`src/rtl/mem_port_arbiter_pkg.sv`:
```
// Shared types and constants for the byte-wide RAM port arbiter.
package mem_port_arbiter_pkg;

  typedef enum logic [1:0] {
    IDLE  = 2'd0,
    DATA  = 2'd1,
    FETCH = 2'd2,
    DONE  = 2'd3
  } state_t;

  localparam logic SIZE_BYTE  = 1'b1;
  localparam logic SIZE_WORD  = 1'b0;
  localparam logic RW_STORE   = 1'b1;
  localparam int   BEATS_WORD = 4;

  // Big-endian byte select: beat 0 carries bits [31:24], beat 3 carries [7:0].
  function automatic logic [7:0] beat_byte(input logic [31:0] word, input logic [1:0] beat);
    logic [7:0] b;
    case (beat)
      2'd0:    b = word[31:24];
      2'd1:    b = word[23:16];
      2'd2:    b = word[15:8];
      default: b = word[7:0];
    endcase
    return b;
  endfunction

endpackage

```
`src/rtl/byte_beat_sequencer.sv`:
```
// Beat counter and byte-address generator for one RAM access.
module byte_beat_sequencer
  import mem_port_arbiter_pkg::*;
#(
  parameter int ADDR_W = 8
) (
  input  logic              Clk,
  input  logic              Clr_n,
  input  logic              start,
  input  logic              advance,
  input  logic [ADDR_W-1:0] base_addr,
  input  logic              byte_mode,
  output logic [ADDR_W-1:0] addr,
  output logic [1:0]        beat,
  output logic              last
);

  logic [ADDR_W-1:0] base_q;
  logic [1:0]        beat_q;
  logic              byte_q;

  // Latch the access base on a grant, then step one beat per cycle.
  always_ff @(posedge Clk or negedge Clr_n) begin
    if (!Clr_n) begin
      base_q <= '0;
      beat_q <= '0;
      byte_q <= 1'b0;
    end else if (start) begin
      base_q <= base_addr;
      beat_q <= '0;
      byte_q <= byte_mode;
    end else if (advance) begin
      beat_q <= beat_q + 2'd1;
    end
  end

  // Address wraps naturally at 2^ADDR_W.
  assign addr = base_q + ADDR_W'(beat_q);
  assign beat = beat_q;
  assign last = byte_q ? (beat_q == 2'd0) : (beat_q == 2'(BEATS_WORD - 1));

endmodule

```
`src/rtl/mem_port_arbiter.sv`:
```
// Arbitrates the IF fetch port and MEM load/store port onto a byte-wide RAM.
//
// state | meaning
// IDLE  | no access; mem_req wins over if_req
// DATA  | beats for the MEM port
// FETCH | beats for the IF port
// DONE  | owner's done pulse; other port may be granted directly
module mem_port_arbiter
  import mem_port_arbiter_pkg::*;
#(
  parameter int ADDR_W = 8,
  parameter int DATA_W = 32
) (
  input  logic              Clk,
  input  logic              Clr_n,
  input  logic              if_req,
  input  logic [ADDR_W-1:0] if_addr,
  output logic [DATA_W-1:0] if_rdata,
  output logic              if_done,
  input  logic              mem_req,
  input  logic [ADDR_W-1:0] mem_addr,
  input  logic [DATA_W-1:0] mem_wdata,
  input  logic              mem_rw,
  input  logic              mem_size,
  output logic [DATA_W-1:0] mem_rdata,
  output logic              mem_done,
  output logic              stall,
  output logic [ADDR_W-1:0] ram_addr,
  output logic [7:0]        ram_wdata,
  output logic              ram_we,
  input  logic [7:0]        ram_rdata
);

  state_t            state;
  logic              owner_mem_q;
  logic              rw_q;
  logic              size_q;
  logic [DATA_W-1:0] wdata_q;
  logic [DATA_W-1:0] asm_q;

  logic              grant_mem;
  logic              grant_if;
  logic              busy;
  logic              storing;
  logic [ADDR_W-1:0] seq_addr;
  logic [1:0]        seq_beat;
  logic              seq_last;

  // In DONE the port that just finished sits out one cycle so a held req is not re-accepted.
  assign grant_mem = mem_req && (state == IDLE || (state == DONE && !owner_mem_q));
  assign grant_if  = if_req && !grant_mem && (state == IDLE || (state == DONE && owner_mem_q));
  assign busy      = (state == DATA) || (state == FETCH);
  assign storing   = (state == DATA) && (rw_q == RW_STORE);

  byte_beat_sequencer #(.ADDR_W(ADDR_W)) u_seq (
    .Clk       (Clk),
    .Clr_n     (Clr_n),
    .start     (grant_mem | grant_if),
    .advance   (busy),
    .base_addr (grant_mem ? mem_addr : if_addr),
    .byte_mode (grant_mem && (mem_size == SIZE_BYTE)),
    .addr      (seq_addr),
    .beat      (seq_beat),
    .last      (seq_last)
  );

  // Access sequencing, request latching, data assembly and done pulses.
  always_ff @(posedge Clk or negedge Clr_n) begin
    if (!Clr_n) begin
      state       <= IDLE;
      owner_mem_q <= 1'b0;
      rw_q        <= 1'b0;
      size_q      <= SIZE_WORD;
      wdata_q     <= '0;
      asm_q       <= '0;
      if_rdata    <= '0;
      mem_rdata   <= '0;
      if_done     <= 1'b0;
      mem_done    <= 1'b0;
    end else begin
      if_done  <= 1'b0;
      mem_done <= 1'b0;
      case (state)
        IDLE, DONE: begin
          if (grant_mem) begin
            state       <= DATA;
            owner_mem_q <= 1'b1;
            rw_q        <= mem_rw;
            size_q      <= mem_size;
            wdata_q     <= mem_wdata;
          end else if (grant_if) begin
            state       <= FETCH;
            owner_mem_q <= 1'b0;
          end else begin
            state <= IDLE;
          end
        end
        DATA: begin
          asm_q <= {asm_q[DATA_W-9:0], ram_rdata};
          if (seq_last) begin
            state    <= DONE;
            mem_done <= 1'b1;
            if (rw_q != RW_STORE) begin
              mem_rdata <= (size_q == SIZE_BYTE) ? {{(DATA_W-8){1'b0}}, ram_rdata}
                                                 : {asm_q[DATA_W-9:0], ram_rdata};
            end
          end
        end
        FETCH: begin
          asm_q <= {asm_q[DATA_W-9:0], ram_rdata};
          if (seq_last) begin
            state    <= DONE;
            if_done  <= 1'b1;
            if_rdata <= {asm_q[DATA_W-9:0], ram_rdata};
          end
        end
        default: state <= IDLE;
      endcase
    end
  end

  // RAM drive is gated by state so it drops to zero as soon as reset forces IDLE.
  assign ram_addr  = busy ? seq_addr : '0;
  assign ram_we    = storing;
  assign ram_wdata = storing ? ((size_q == SIZE_BYTE) ? wdata_q[7:0] : beat_byte(wdata_q[31:0], seq_beat))
                             : 8'h00;

  assign stall = (if_req & ~if_done) | (mem_req & ~mem_done);

endmodule

```
`config.mk`:
```
export PLATFORM = sky130hd
export DESIGN_NAME = mem_port_arbiter
export DESIGN_NICKNAME = d
export VERILOG_FILES = /design/src/rtl/mem_port_arbiter_pkg.sv /design/src/rtl/byte_beat_sequencer.sv /design/src/rtl/mem_port_arbiter.sv
export SDC_FILE = /design/constraint.sdc
export NUM_CORES = 1
export LEC_CHECK = 0
export ABC_AREA = 1
export ABC_CLOCK_PERIOD_IN_PS = 4110
export CAP_MARGIN = 5
export CORE_ASPECT_RATIO = 1.2
export CORE_MARGIN = 4
export CORE_UTILIZATION = 25
export DETAILED_ROUTE_END_ITERATION = 8
export DONT_BUFFER_PORTS = 1
export HOLD_SLACK_MARGIN = 0.02
export SYNTH_ARGS = -nofsm -noshare
export SYNTH_HDL_FRONTEND = slang
export SYNTH_SLANG_ARGS = --single-unit
```
`constraint.sdc`:
```
create_clock -name Clk -period 4.11 [get_ports Clk]
set_input_delay 1.233 -clock Clk [delete_from_list [all_inputs] [get_ports Clk]]
set_output_delay 1.233 -clock Clk [all_outputs]
set_load 0.005 [all_outputs]
```
=== Yosys cells after proc, flatten, opt, wreduce, memory -nomap -nowiden ===
Cells that the tools add are included.

* Flip-flop bits (word level): 138
* Word-level logic and storage cells: 69

* Reductions and logical operators: 22
* Mux-type cells: 18
* Add/subtract/negate cells: 2
* Bitwise operators: 7
* Equal/unequal tests: 7

{| class="wikitable"
|+ Operator list
! operator !! number
|-
| 2-to-1 mux 32 bit || 1
|-
| 2-to-1 mux 8 bit || 4
|-
| case mux 8 bit (3 select lines) || 1
|-
| 2-to-1 mux 2 bit || 5
|-
| adder 8 x 2 -> 8 bit || 1
|-
| equality test 2 bit (second input constant) || 4
|-
| logical AND 1 bit || 7
|-
| 2-to-1 mux 1 bit || 6
|-
| AND reduction 2 bit || 3
|-
| equality test 2 x 1 -> 1 bit (second input constant) || 2
|-
| logical NOT 2 bit || 2
|-
| case mux 2 bit (2 select lines) || 1
|-
| nonzero test 2 bit || 2
|-
| OR reduction 2 bit || 2
|-
| logical OR 1 bit || 3
|-
| inverter 1 bit || 3
|-
| AND reduction 3 bit || 1
|-
| adder 2 x 1 -> 2 bit (second input constant) || 1
|-
| AND 1 bit || 2
|-
| logical NOT 1 bit || 2
|-
| != test 2 x 1 -> 1 bit (second input constant) || 1
|-
| OR 1 bit || 2
|}

=== Logic depth before layout (Yosys ltp) ===
* Depth in word-level cells: 10
* Mapped depth: 10
* Gate-level depth less buffers: 9

=== Hierarchy ===
From an unflattened synthesis, not the netlist that was laid out.

* Cell total of the unflattened synthesis: 727
* Area total of the unflattened synthesis: 6069.6 um2

{| class="wikitable"
|+ By module, submodules not included
! module !! seq. area each (um2) !! cells an instance !! times used !! area an instance (um2)
|-
| mem_port_arbiter || 3178.0 || 642 || 1 || 5403.9
|-
| byte_beat_sequencer || 275.3 || 85 || 1 || 665.6
|}

=== Worst setup path after synthesis ===
OpenSTA, ideal clock, no wires.

* Path kind: input to output
* Start: in mem_req
* End: out stall
* Cell stages on the path: 3
* Path buffers: 1
* Data required time: 2877 ps
* Slack: 1182 ps
* Arrival: 1695 ps
* Cell sequence: clkbuf_1 inv_1 o22ai_1

* Cells in the longest elaborated chain, start to end: 2

{| class="wikitable"
|+ RTL lines
! what !! line !! text
|-
| start, declared || mem_port_arbiter.sv:20 || <nowiki>input logic mem_req,</nowiki>
|-
| AND 1 bit || mem_port_arbiter.sv:128 || <nowiki>assign stall = (if_req & ~if_done) | (mem_req & ~mem_done);</nowiki>
|-
| OR 1 bit || mem_port_arbiter.sv:128 ||
|-
| end, declared || mem_port_arbiter.sv:27 || <nowiki>output logic stall,</nowiki>
|}

No other way between the ends.

=== Final worst setup path ===
* Start: reg u_seq.beat_q[0] (netlist: u_seq.beat[0])
* End: out ram_addr[6]

* Cells in the longest elaborated chain, start to end: 2

{| class="wikitable"
|+ RTL lines
! what !! line !! text
|-
| start, declared || byte_beat_sequencer.sv:19 || <nowiki>logic [1:0] beat_q;</nowiki>
|-
| start signal, assigned || byte_beat_sequencer.sv:33 || <nowiki>beat_q <= beat_q + 2'd1;</nowiki>
|-
| adder 8 x 2 -> 8 bit || byte_beat_sequencer.sv:38 || <nowiki>assign addr = base_q + ADDR_W'(beat_q);</nowiki>
|-
| 2-to-1 mux 8 bit || mem_port_arbiter.sv:123 || <nowiki>assign ram_addr = busy ? seq_addr : '0;</nowiki>
|-
| end, declared || mem_port_arbiter.sv:28 || <nowiki>output logic [ADDR_W-1:0] ram_addr,</nowiki>
|}

No other way between the ends.

==> metrics.log <==
[metrics] Worst-Margin Slew: 0.9508 ns
[metrics] mean instance size in the synthesized netlist: 8.906 um2
[metrics] worst slew margin relative to its limit: roughly 37%
[metrics] Netlist cell types: 30
[metrics] Top-Level Pins: 146
[metrics] Die Height: 181.6 um
[metrics] clk slew on worst S/H paths: 0.06 ns
[metrics] final hold vios: 0
[metrics] chip width: 152.7 um
[metrics] Max-Cap Viols: 0
[metrics] maximum number of pins on one net before global-route repair: 139
[metrics] post-layout instance area: between 7000 and 8000 um2
[metrics] fraction of layout cells with a size suffix above 1: around 14%
[metrics] warnings from Yosys: 0
[metrics] first-pass GRT wire length: 24.70 mm
[metrics] gate count after technology mapping: 705
[metrics] Non-Filler Instances: ~1000
[metrics] hold buffer count at cts: 0
[metrics] cell area after synthesis: 6279 um2
[metrics] initial DRC count: 223
[metrics] core area: ~25000 um2
[metrics] detailed-route vias per instance: 4.249
[metrics] R2R Path Start: u_seq.beat[1]$_DFFE_PN0P_
[metrics] post-cts resize count: 0
[metrics] count of endpoints failing setup in the final report: 0
[metrics] aggregate routed wire length: roughly 15 mm
[metrics] CP startpoint kind: flop
[metrics] worst min-delay path startpoint: wdata_q[4]$_DFFE_PN0P_
[metrics] residual overflow from global routing: 0
[metrics] Detailed Place HPWL: 10.25 mm
[metrics] global placement routability congestion: roughly 0.77
[metrics] Period minus WS final: 3.401 ns
[metrics] clock latency of the later-clocked register in the worst-skew pair: 0.43 ns
[metrics] sequential area share after synthesis: a little under three fifths
[metrics] Largest delay share family, worst path: adder cells
[metrics] Max stage delay cell, worst path: sky130_fd_sc_hd__dfrtp_1
[metrics] classification of the worst setup path: flop to output port
[metrics] number of buffers inserted to repair setup after CTS: 0
[metrics] initial standard-cell utilization of the core: 25.37%
[metrics] end point of the worst hold path: wdata_q[4]$_DFFE_PN0P_
[metrics] Largest stage delay, worst path: 0.44 ns
[metrics] RSZ-0062 raised after global routing: false
[metrics] Worst Path Arrival: 2.17 ns
[metrics] commonest cells after routing, fill and taps aside: sky130_fd_sc_hd__nand2_1 (296), sky130_fd_sc_hd__dfrtp_1 (138), sky130_fd_sc_hd__inv_1 (60)
[metrics] R2R cell count: 7
[metrics] antenna violations before repair: 0
[metrics] placed cell areas: 6457 um2
[metrics] number of vias after detailed routing: 4381
[metrics] placed cells: ~1000
[metrics] Sink Count: ~140
[metrics] nets in the synthesized netlist: approximately 780
[metrics] Layout Skew: 0.01043 ns
[metrics] areal power density over the cells: approximately 820 nW/um2
[metrics] reg-to-reg slack, setup: 1.57 ns
[metrics] fmax: approximately 290 MHz
[metrics] nature of the critical path endpoint: output port
[metrics] area grow syn2layout: 12.16%
[metrics] Nets: 767
[metrics] TritonCTS clock tree: built
[metrics] Setup TNS: 0 ns
[metrics] combined buffer and inverter count along the critical path: 1
[metrics] worst voltage drop across the vdd grid: about 360 uV
[metrics] CTS Buffer Depth: 2
[metrics] remaining antenna violation count: 0
[metrics] utilization after layout: 28.45%
[metrics] number of global-route vias before repair: between 4000 and 5000
[metrics] total count of max-transition violations in the final report: 0
[metrics] most common cell after layout, fill and taps aside: sky130_fd_sc_hd__nand2_1
[metrics] status: finished, final reports clean
[metrics] Clock H-tree levels: 4
[metrics] CP cell instances: ha_1 -> inv_1 -> fa_1 -> nor3_1 -> a21oi_1 -> nor2_1
[metrics] detailed-router iteration count before antenna repair: 7
[metrics] area enclosed by the die boundary: about 28000 um2
[metrics] CTS Root Buffer Type: sky130_fd_sc_hd__clkbuf_16
[metrics] total track usage: between 10% and 20%
[metrics] post-route clock period utilization: roughly 83%
[metrics] # diodes: 0
[metrics] CTS buffer count: 17
[metrics] Buffers on Ports: 0
[metrics] post-detailed-route wirelength per cell: 14.76 um
[metrics] Yosys reg bits: around 140
[metrics] required time of the worst setup path: 2.88 ns
[metrics] Reg2Reg Capture Point: mem_rdata[6]$_DFFE_PN0P_
[metrics] Worst Hold Class: flop to flop
[metrics] Leakage: 3.457 nW
[metrics] number of cell rows: 63
[metrics] post-route DRC violation count: 0
[metrics] worst hold stages: 2
[metrics] crit-path max FO: 6
cells by family (layout without fill, tap and decap cells):
family / after synthesis / after routing / share of synthesized area, %
AOI/OAI and AO/OA: 119 / 119 / 13.17
adders and majority gates: 12 / 12 / 2.511
and+or+nand+nor: 337 / 337 / 21.26
buffers and inverters: 98 / 99 / 7.912
xor gates and xnor gates: 1 / 1 / 0.1395
DFF: 138 / 138 / 55.00
per-layer routing:
metal,share of wire (%),global-route usage [%],vias to the layer above
li1,-,-,2190
met1,42,13.42,2046
met2,49,18.46,118
met3,6.5,4.052,27
met4,2.6,5.169,0
met5,0,0,-
synth_stat cells:
library cell               count  area (um2)
sky130_fd_sc_hd__a21oi_1       7       35.03
sky130_fd_sc_hd__a31oi_1       8       50.05
sky130_fd_sc_hd__and2_1        1       6.260
sky130_fd_sc_hd__buf_1         2       7.510
sky130_fd_sc_hd__buf_2         6       30.03
sky130_fd_sc_hd__buf_4         4       30.03
sky130_fd_sc_hd__buf_6        14       157.7
sky130_fd_sc_hd__clkbuf_1      8       30.03
sky130_fd_sc_hd__clkbuf_2      1       5.000
sky130_fd_sc_hd__dfrtp_1     138        3453
sky130_fd_sc_hd__fa_1          1       20.02
sky130_fd_sc_hd__ha_1         11       137.6
sky130_fd_sc_hd__inv_1        60       225.2
sky130_fd_sc_hd__inv_2         3       11.26
sky130_fd_sc_hd__nand2_1     296        1111
sky130_fd_sc_hd__nand2_2       3       18.77
sky130_fd_sc_hd__nand2_4       1       11.26
sky130_fd_sc_hd__nand3_1      21       105.1
sky130_fd_sc_hd__nand3_2       1       10.01
sky130_fd_sc_hd__nand3_4       1       17.52
sky130_fd_sc_hd__nand3b_1      1       7.510
sky130_fd_sc_hd__nor2_1       10       37.54
sky130_fd_sc_hd__nor3_1        2       10.01
sky130_fd_sc_hd__o21ai_0      37       185.2
sky130_fd_sc_hd__o21ai_1       9       45.04
sky130_fd_sc_hd__o21ai_2      55       481.7
sky130_fd_sc_hd__o21ai_4       1       16.27
sky130_fd_sc_hd__o21bai_1      1       7.510
sky130_fd_sc_hd__o22ai_1       1       6.260
sky130_fd_sc_hd__xor2_1        1       8.760
worst max path at each step:
stage	from	to	slack [ns]	cells after the start
global placement	u_seq.beat[0]$_DFFE_PN0P_	ram_addr[6]	1.18	6
finish	u_seq.beat[0]$_DFFE_PN0P_	ram_addr[6]	0.71	6
floorplan	mem_req	stall	1.18	3
detailed placement	u_seq.beat[0]$_DFFE_PN0P_	ram_addr[6]	1.14	6
CTS	u_seq.beat[0]$_DFFE_PN0P_	ram_addr[6]	0.67	6
global route	u_seq.beat[0]$_DFFE_PN0P_	ram_addr[6]	0.50	6
cell type report:
| type | count | area [um2] |
|---|---|---|
| well taps | 325 | 406.6 |
| flip-flops and latches | 138 | 3453 |
| fillers | 2641 | 17710 |
| repair buffers | 4 | 30.03 |
| clock inverters | 13 | 141.4 |
| multi-input cells | 469 | 2331 |
| clock buffers | 19 | 442.9 |
| inverters | 63 | 236.5 |
where the power goes:
group          leakage (nW)  switching, mW  internal, mW
Sequential             1.75          0.470          1.95
Combinational          1.42           1.21         0.599
Clock                 0.281          0.618         0.914
worst min-delay path: stages (launching register included):
cell and delay (ns):
sky130_fd_sc_hd__dfrtp_1 0.34, sky130_fd_sc_hd__nand2_1 0.05, sky130_fd_sc_hd__nand2_1 0.06
registers in the layout, indices dropped and copies added (netlist names):
| name | cells |
|---|---|
| size_q | 1 |
| wdata_q | 32 |
| state | 2 |
| asm_q | 24 |
| rw_q | 1 |
| u_seq.base_q | 8 |
| u_seq.beat | 2 |
| mem_done | 1 |
| u_seq.byte_q | 1 |
| if_rdata | 32 |
| mem_rdata | 32 |
| if_done | 1 |
| owner_mem_q | 1 |
through the flow:
stage / total power [mW] / worst slack [ns] / hold slack (ns)
after floorplan: 3.837 / 1.182 / 0.4436
after global placement: 4.267 / 1.178 / 0.4597
after detailed placement: 4.314 / 1.139 / 0.4613
after CTS: 5.880 / 0.6679 / 0.4725
after global routing: 6.274 / 0.5043 / 0.4761
final: 5.762 / 0.7089 / 0.4749
(Power assumes the default switching activity.)
==> patch 1 (config.mk and constraints unchanged) <==
Set the parameter `DATA_W` to 64 (it was 32).
--- a/src/rtl/mem_port_arbiter.sv
+++ b/src/rtl/mem_port_arbiter.sv
@@ -9,7 +9,7 @@
   import mem_port_arbiter_pkg::*;
 #(
   parameter int ADDR_W = 8,
-  parameter int DATA_W = 32
+  parameter int DATA_W = 64
 ) (
   input  logic              Clk,
   input  logic              Clr_n,
Ports: changed (resized if_rdata, mem_rdata and mem_wdata); port bits go from 146 to 242. No check against the original RTL was run, so the function may have changed too.
==> patch 1 against the unedited design <==
Synthesized area rose by 59%. Power up 58%. Utilization hardly changed. Final area grew 58%. Die area is 56% higher. Wire length increased by 74%. Worst setup slack worse by 160 ps. Sequential cell count increased by 96. Critical path type unchanged.
==> patch 1: results <==
group,metric,value,unit
clocking,insertion_delay,540,ps
drt,top_layer_used,"met4",
synthesis,syn_nets,1189,
power_and_ir_drop,combinationalPowerShare,29.5,%
drt,vias_per_cell,4.26,
placed_design,routabilityCongestion,0.803,
setup_path,arrival,2320,ps
status,status,"finished clean",
power_and_ir_drop,seq-power,4.04,mW
timing,clock_skew,15.3,ps
synthesis,synth_compound_area_share,13.4,%
synthesis,synth.area.top_cells,"dfrtp_1 (59%), nand2_1 (16%), o21ai_2 (5.6%), o21ai_0 (3.9%), inv_1 (3.5%)",
synthesis,synth_xor_area_share,0.0877,%
drt,wl_per_cell,16.5,um
finish,drive_gt1_share,10.9,%
placed_design,placed_area,10300,sq um
finish,largestRegisters,"if_rdata (64), mem_rdata (64), asm_q (56)",
clocking,cts_max_level,1,
synthesis,synthAdderAreaFrac,1.58,%
timing,slew_headroom,26.7,%
grt,grt_pass1_vias,7021,
synthesis,yosysSeqAreaShare,58.7,%
drt,firstDrtPassIters,4,
power_and_ir_drop,netSwitchingPower,3.59,mW
drt,met3_length,2280,um
drt,drt_iter0_markers,350,
grt,grt_usage,12.0,%
placed_design,dp_hpwl,17200,um
synthesis,syn_inst,1083,
grt,grt_max_degree,235,
grt,grt_util_met3,3.96,%
grt,grt_first_pass_wirelength,41400,um
drt,wl_met2,12600,um
hold_path,min_path_type,"in -> async",
drt,wl,26400,um
placed_design,dp.cells,1554,
clocking,cts_max_path_buffers,3,
power_and_ir_drop,seq_power_share,44.4,%
grt,met2_usage,20.1,%
synthesis,synth_cell_types,29,
placed_design,pre_cts_slack,1140,ps
power_and_ir_drop,power.leakage,5.27,nW
## patch 1: path summary, 6_finish.rpt
| kind | from | end | cells after the start | slack [ps] |
|---|---|---|---|---|
| setup / recovery | u_seq.beat[0]$_DFFE_PN0P_ | ram_addr[6] | 6 | 550 |
| hold / removal | Clr_n | wdata_q[12]$_DFFE_PN0P_ | 0 | 400 |
| setup reg to reg | u_seq.beat[1]$_DFFE_PN0P_ | if_rdata[37]$_DFFE_PN0P_ | 8 | 1550 |
| hold reg to reg | wdata_q[0]$_DFFE_PN0P_ | wdata_q[0]$_DFFE_PN0P_ | 2 | 480 |
| max in group asynchronous | Clr_n | if_rdata[8]$_DFFE_PN0P_ | 0 | 3430 |
| min in group Clk | wdata_q[0]$_DFFE_PN0P_ | wdata_q[0]$_DFFE_PN0P_ | 2 | 480 |
## patch 1: final cells by class
type	instances	area, sq um
multi-input combinational	693	3340
clock inverter	7	119
sequential	234	5860
inverter	95	357
timing repair buffer	6	70.1
fill	4230	28000
tap	526	658
clock buffer	36	729
==> patch 2 (config.mk and constraints unchanged) <==
Made on the original files. Encoding of `state_t`: now Gray code (2 bits for 4 states).
--- a/src/rtl/mem_port_arbiter_pkg.sv
+++ b/src/rtl/mem_port_arbiter_pkg.sv
@@ -2,10 +2,10 @@
 package mem_port_arbiter_pkg;
 
   typedef enum logic [1:0] {
-    IDLE  = 2'd0,
-    DATA  = 2'd1,
-    FETCH = 2'd2,
-    DONE  = 2'd3
+    IDLE  = 2'b00,
+    DATA  = 2'b01,
+    FETCH = 2'b11,
+    DONE  = 2'b10
   } state_t;
 
   localparam logic SIZE_BYTE  = 1'b1;
Check against the original RTL: no difference found for any inputs over 4 cycles, from zero or initial values; so few cycles prove little.
==> patch 2 against the unedited design <==
Sequential cell count is the same. Hold slack better by 2.3 ps. Combinational power down 9%. Wire length down 0.55%. Largest cell class unchanged. Via count decreased by 1.3%. Synthesized area is 4.6% lower. Worst setup slack lost 12 ps. Register-to-register slack gained 150 ps. Critical path depth decreased by 2. Sequential share of layout area up 1.9 points. Final area is 3.7% lower. Power shrank 0.51%. Critical path type unchanged.
==> patch 2: results <==
group,metric,value,unit
drt,firstDrtPassIters,4,
synthesis,yosysSeqAreaShare,57.6,%
grt,use_met1,14.3,%
setup_path,crit_family,"simple AND/OR/NAND/NOR gates",
finish,nNetsFinal,765,
placed_design,placed_area,6180,sq um
grt,grt_first_pass_wirelength,24100,um
grt,met2_usage,19.5,%
placed_design,pre_cts_slack,1140,ps
finish,drive_gt1_share,6.78,%
grt,grt_pass1_vias,4429,
placed_design,routabilityCongestion,0.825,
placed_design,dp.cells,991,
drt,drt_iter0_markers,200,
grt,grt_util_met3,3.58,%
timing,clock_skew,20.4,ps
timing,whs,477,ps
status,status,"finished clean",
drt,route.layer.met1.wl,6500,um
synthesis,synth_commonest_cells,"nand2_1 (320), dfrtp_1 (138), o21ai_1 (55)",
grt,grt_usage,11.6,%
finish,fill_cells,2550,
power_and_ir_drop,netSwitchingPower,2.20,mW
timing,worst_pin_slew,911,ps
finish,layout.cells.non_filler,1023,
setup_path,crit_end,"ram_wdata[3]",
hold_path,worstHoldStart,"wdata_q[18]$_DFFE_PN0P_",
setup_path,reg2reg_slack,1720,ps
drt,wl,15100,um
synthesis,syn_inst,709,
setup_path,r2r_end,"mem_rdata[4]$_DFFE_PN0P_",
drt,vias_per_cell,4.22,
## patch 2: power groups by stage
stage	Clock, mW	Sequential [mW]	Combinational, mW
global placement	0	2.55	1.64
detailed placement	0	2.56	1.68
finish	1.57	2.52	1.64
global route	1.67	2.62	1.94
floorplan	0	2.37	1.38
CTS	1.63	2.55	1.68
## patch 2: final cells by class
class / count / share of cell area, %
sequential: 138 / 50.9
multi-input combinational: 483 / 31.1
clock buffer: 20 / 6.73
tap: 315 / 5.81
inverter: 52 / 2.90
clock inverter: 12 / 2.18
timing repair buffer: 3 / 0.332
## patch 2: kinds of logic (layout without fill, tap and decap cells)
logic type / after synthesis / count (layout) / share of synthesized area [%]
AO/OA/AOI/OAI: 112 / 112 / 9.56
XOR/XNOR: 1 / 1 / 0.146
adder cells (fa/ha/maj): 8 / 8 / 1.80
buffers and inverters: 88 / 87 / 7.14
flip-flops: 138 / 138 / 57.6
AND/OR/NAND/NOR: 362 / 362 / 23.7
